**config.mk**
```make
export PLATFORM = sky130hd
export DESIGN_NAME = led_share_arbiter
export DESIGN_NICKNAME = d
export VERILOG_FILES = /design/src/rtl/led_share_arbiter.sv
export SDC_FILE = /design/constraint.sdc
export NUM_CORES = 1
export LEC_CHECK = 0
export BUFFER_PORTS_ARGS = -buffer_cell sky130_fd_sc_hd__buf_2
export CAP_MARGIN = 5
export CORE_UTILIZATION = 55
export CTS_BUF_LIST = sky130_fd_sc_hd__clkbuf_2
export CTS_CLUSTER_DIAMETER = 50
export CTS_CLUSTER_SIZE = 40
export DETAILED_ROUTE_END_ITERATION = 10
export GPL_ROUTABILITY_DRIVEN = 0
export PLACE_DENSITY_LB_ADDON = 0.08
export REMOVE_ABC_BUFFERS = 1
export SETUP_SLACK_MARGIN = 0.5
export SYNTH_ARGS = -nofsm -noshare
export SYNTH_HDL_FRONTEND = slang
export SYNTH_SLANG_ARGS = --single-unit
```
**constraint.sdc**
```tcl
create_clock -name clk -period 5.55 [get_ports clk]
set_input_delay 0.2775 -clock clk [delete_from_list [all_inputs] [get_ports clk]]
set_output_delay 0.2775 -clock clk [all_outputs]
set_load 0.02 [all_outputs]
```
**src/rtl/led_share_arbiter.sv**
```systemverilog
// Round-robin arbiter that lends one 8-bit LED bank to four requesters.
// A winner owns the bank for HOLD_CYCLES cycles (or until it drops its
// request), its pattern is captured once at the grant edge, and a one-cycle
// done pulse marks a window that ran to completion.
module led_share_arbiter #(
  parameter int HOLD_CYCLES = 4,
  parameter int CNT_W       = 8
) (
  input  logic        clk,
  input  logic        rst_n,
  input  logic [3:0]  req,
  input  logic [31:0] data_in,
  output logic [3:0]  grant,
  output logic [3:0]  done,
  output logic [7:0]  led,
  output logic        busy
);

  typedef enum logic {IDLE = 1'b0, SHOW = 1'b1} state_t;

  state_t           state, state_nx;
  logic [1:0]       ptr, ptr_nx;
  logic [1:0]       win, win_nx;
  logic [CNT_W-1:0] cnt, cnt_nx;
  logic [3:0]       grant_nx, done_nx;
  logic [7:0]       led_nx;
  logic [1:0]       pick, idx;
  logic             found;

  // Round-robin scan: first active request at ptr, ptr+1, ... (mod 4)
  always_comb begin
    found = 1'b0;
    pick  = ptr;
    idx   = ptr;
    for (int k = 0; k < 4; k++) begin
      idx = ptr + 2'(k);
      if (!found && req[idx]) begin
        found = 1'b1;
        pick  = idx;
      end
    end
  end

  // Next-state and registered-output logic; abort is tested before completion
  always_comb begin
    state_nx = state;
    ptr_nx   = ptr;
    win_nx   = win;
    cnt_nx   = cnt;
    grant_nx = grant;
    done_nx  = 4'b0000;
    led_nx   = led;
    case (state)
      IDLE: begin
        grant_nx = 4'b0000;
        if (found) begin
          state_nx = SHOW;
          win_nx   = pick;
          grant_nx = 4'b0001 << pick;
          led_nx   = data_in[{pick, 3'b000} +: 8];
          cnt_nx   = CNT_W'(HOLD_CYCLES - 1);
        end
      end
      SHOW: begin
        if (!req[win]) begin
          state_nx = IDLE;
          grant_nx = 4'b0000;
          ptr_nx   = win + 2'd1;
        end else if (cnt == '0) begin
          state_nx = IDLE;
          grant_nx = 4'b0000;
          done_nx  = 4'b0001 << win;
          ptr_nx   = win + 2'd1;
        end else begin
          cnt_nx = cnt - 1'b1;
        end
      end
      default: begin
        state_nx = IDLE;
        grant_nx = 4'b0000;
      end
    endcase
  end

  // State and output registers, cleared immediately by reset
  always_ff @(posedge clk or negedge rst_n) begin
    if (!rst_n) begin
      state <= IDLE;
      ptr   <= 2'd0;
      win   <= 2'd0;
      cnt   <= '0;
      grant <= 4'b0000;
      done  <= 4'b0000;
      led   <= 8'h00;
    end else begin
      state <= state_nx;
      ptr   <= ptr_nx;
      win   <= win_nx;
      cnt   <= cnt_nx;
      grant <= grant_nx;
      done  <= done_nx;
      led   <= led_nx;
    end
  end

  assign busy = (state == SHOW);

endmodule

```
==> metrics <==
register area=726 um^2; FP Rows=18; Fin Hold WS=238 ps; Layout Cells excl Fill=between 200 and 250; initial core utilization=0.606; met2 wire length=approximately 1800 um; Slew Viols, Final=0; Die X=around 55 um; WL/cell=15.0 um; CP Max Fanout=20; dpl cells=approximately 230; largest net degree at the start of global routing=30; Synth area leader=dfrtp_1; Worst Skew=about 11 ps; relative slew slack=0.360; via count=1316; P_leak=about 1.0 nW; WP data required=5770 ps; Vias per Instance=5.62; final period utilization=0.431; multi-input logic area=764 um^2; first-pass GRT wire length=5260 um; DRT iter0 DRCs=25; number of diodes=0; Max Buffers Root-to-Sink=2; DRT antenna net count=0; syn_area_per_cell=10.5 um^2; Max-Cap Viols=0; Gate Count Post-Synth=about 150; global route overflow=0; number of global-route vias before repair=1212; worst path cell trace=and3b_1 -> or4_1 -> nand2_1 -> mux2i_1 -> o221ai_1; Detailed Route WL=3500 um; CP max stage cell=nand2_1; sequential share of the synthesized area=0.467; clock latency at the later pin of the worst-skew pair=350 ps; HP Class=primary input to register; Die ar.=a little over 3000 um^2; Die H=55.2 um; DRC Markers=0; met3 WL=roughly 140 um; Area Growth Syn to Fin=19.9%; met1 WL=1490 um; I/O Pins=55; Tot Pwr=0.000871 W; Synth Warn #=0; Setup CP Type=register to register; Critical path buffers and inverters=0; antenna violations before repair=0; Worst Max-Slew Pin Slew=958 ps; # nets final=247; area of the mapped netlist=1560 um^2; # setup viols final=0; RSZ-0062 raised after global routing=no; Max Freq=418 MHz; post-route setup TNS=0 ps; Synth area leaders=dfrtp_1, mux2i_1, nand2_1, o221ai_1, ha_1; Top Family by Delay on Critical Path=simple AND/OR/NAND/NOR gates; status=completed; Cell variety after synth=36; Arrival @ worst endpoint=2620 ps; clk sinks=29; Critical Path Max Stage Delay=720 ps; Port Buffer Count=54; clk root buf=clkbuf_2; Cell Pwr Density=467 nW/um^2; DR top layer=met4; final hold violation count=0; DPL Wire Length=2600 um; clock-pin slew on the worst setup and hold paths=roughly 150 ps; Num CTS Buffers=5; TritonCTS clock tree=done; Peak supply drop=0.410 mV; Filler cells=203; #FFs+latches synth=29; PostCTS Resize Cnt=0; Yosys top cell area share=0.467; H-Tree Depth=2; core area=2570 um^2; CP endpoint kind=register; Pre-antenna DRT Iters=4; CP Launch Type=register; share of cells above drive strength 1=0.333; min cycle time layout=about 2400 ps; GR Util All Layers=0.253
[cell type report]
cell class,count,area share
Sequential cell,29,0.389
Clock buffer,6,0.0161
Multi-Input combinational cell,107,0.410
Tap cell,30,0.0201
Clock inverter,1,0.00201
Inverter,6,0.0121
Timing Repair Buffer,55,0.150
[worst reg2reg max path, delay by kind of cell, from the launching register on]
family | cells | cell delay (ps)
and+or+nand+nor | 3 | 1380
DFF | 1 | 470
AOI/OAI and AO/OA | 1 | 150
muxes | 1 | 270
[layer usage]
layer | global-route usage | vias up
li1 | - | 637
met1 | 0.296 | 642
met2 | 0.436 | 33
met3 | 0.0902 | 4
met4 | 0.0667 | 0
met5 | 0 | -
[repair_timing]
item / 4_1_cts / 5_1_grt
endpoints found under the hold margin: 29 / 0
hold buffers: 1 / 0
buffers inserted: 0 / 0
[state kept, by name, summed over array words and instances, names as in the netlist]
| signal | cells |
|---|---|
| cnt | 8 |
| led | 8 |
| done | 4 |
| grant | 4 |
| ptr | 2 |
| win | 2 |
| busy | 1 |
[path summary, 6_finish.rpt]
kind                        startpoint  slack, ps  endpoint  cells after the start
max reg2reg                     ptr[1]       3160    led[0]                      5
min in group asynchronous        rst_n        460    cnt[3]                      2
min reg2reg                   grant[1]        490  grant[1]                      2
min                        data_in[11]        240    led[3]                      3
max                             ptr[1]       3160    led[0]                      5
max in group asynchronous        rst_n       4670      busy                      2
[Yosys cell counts, drive strengths merged]
library cell  number
nand4b             1
nor2              11
nand3              2
a21o               1
or4                2
o211a              1
or3b               1
nor2b              2
and2b              1
clkbuf             2
and3b              1
nor3               2
mux2               1
dfrtp             29
inv                6
mux4               1
and2               4
o21ai             11
o31ai              1
xor2               4
buf                4
a31oi              1
a211o              1
o211ai             2
or3                1
a21oi              4
ha                 5
o221ai             8
or2                2
nand2             20
mux2i             16
[cell usage in the layout (no fill, tap or decap), drive strengths merged, types with 4 or more instances in the layout]
cell type,n
a21oi,4
o21ai,11
clkbuf,6
and2,4
nor2,11
dfrtp,29
inv,6
nand2,20
xor2,4
ha,5
mux2i,16
o221ai,8
buf,54
[power breakdown]
part / total [W] / switching [W] / internal, W / leakage, nW
Combinational: 0.000428 / 0.000262 / 0.000165 / 0.620
Clock: 0.000101 / 0.0000711 / 0.0000294 / 0.0265
Sequential: 0.000342 / 0.0000593 / 0.000283 / 0.371
Total: 0.000871 / 0.000393 / 0.000478 / 1.02
[stage by stage]
| step | cell area, um^2 | utilization | setup WS (ps) |
|---|---|---|---|
| after floorplan | 1510 | - | 3450 |
| after global placement | 1820 | 0.709 | 3250 |
| after detailed placement | 1820 | 0.709 | 3180 |
| after CTS | 1860 | 0.726 | 3160 |
| after global routing | 1860 | 0.726 | 3010 |
| final | 1860 | 0.726 | 3160 |
[logic make-up after synthesis]
| logic type | after synthesis | synth area share |
|---|---|---|
| compound gates | 30 | 0.134 |
| buf+inv | 12 | 0.0418 |
| xor+xnor | 4 | 0.0225 |
| simple gates | 50 | 0.168 |
| fa+ha+maj | 5 | 0.0402 |
| mux | 18 | 0.127 |
| flops | 29 | 0.467 |
Power figures use the tool's default switching activity.
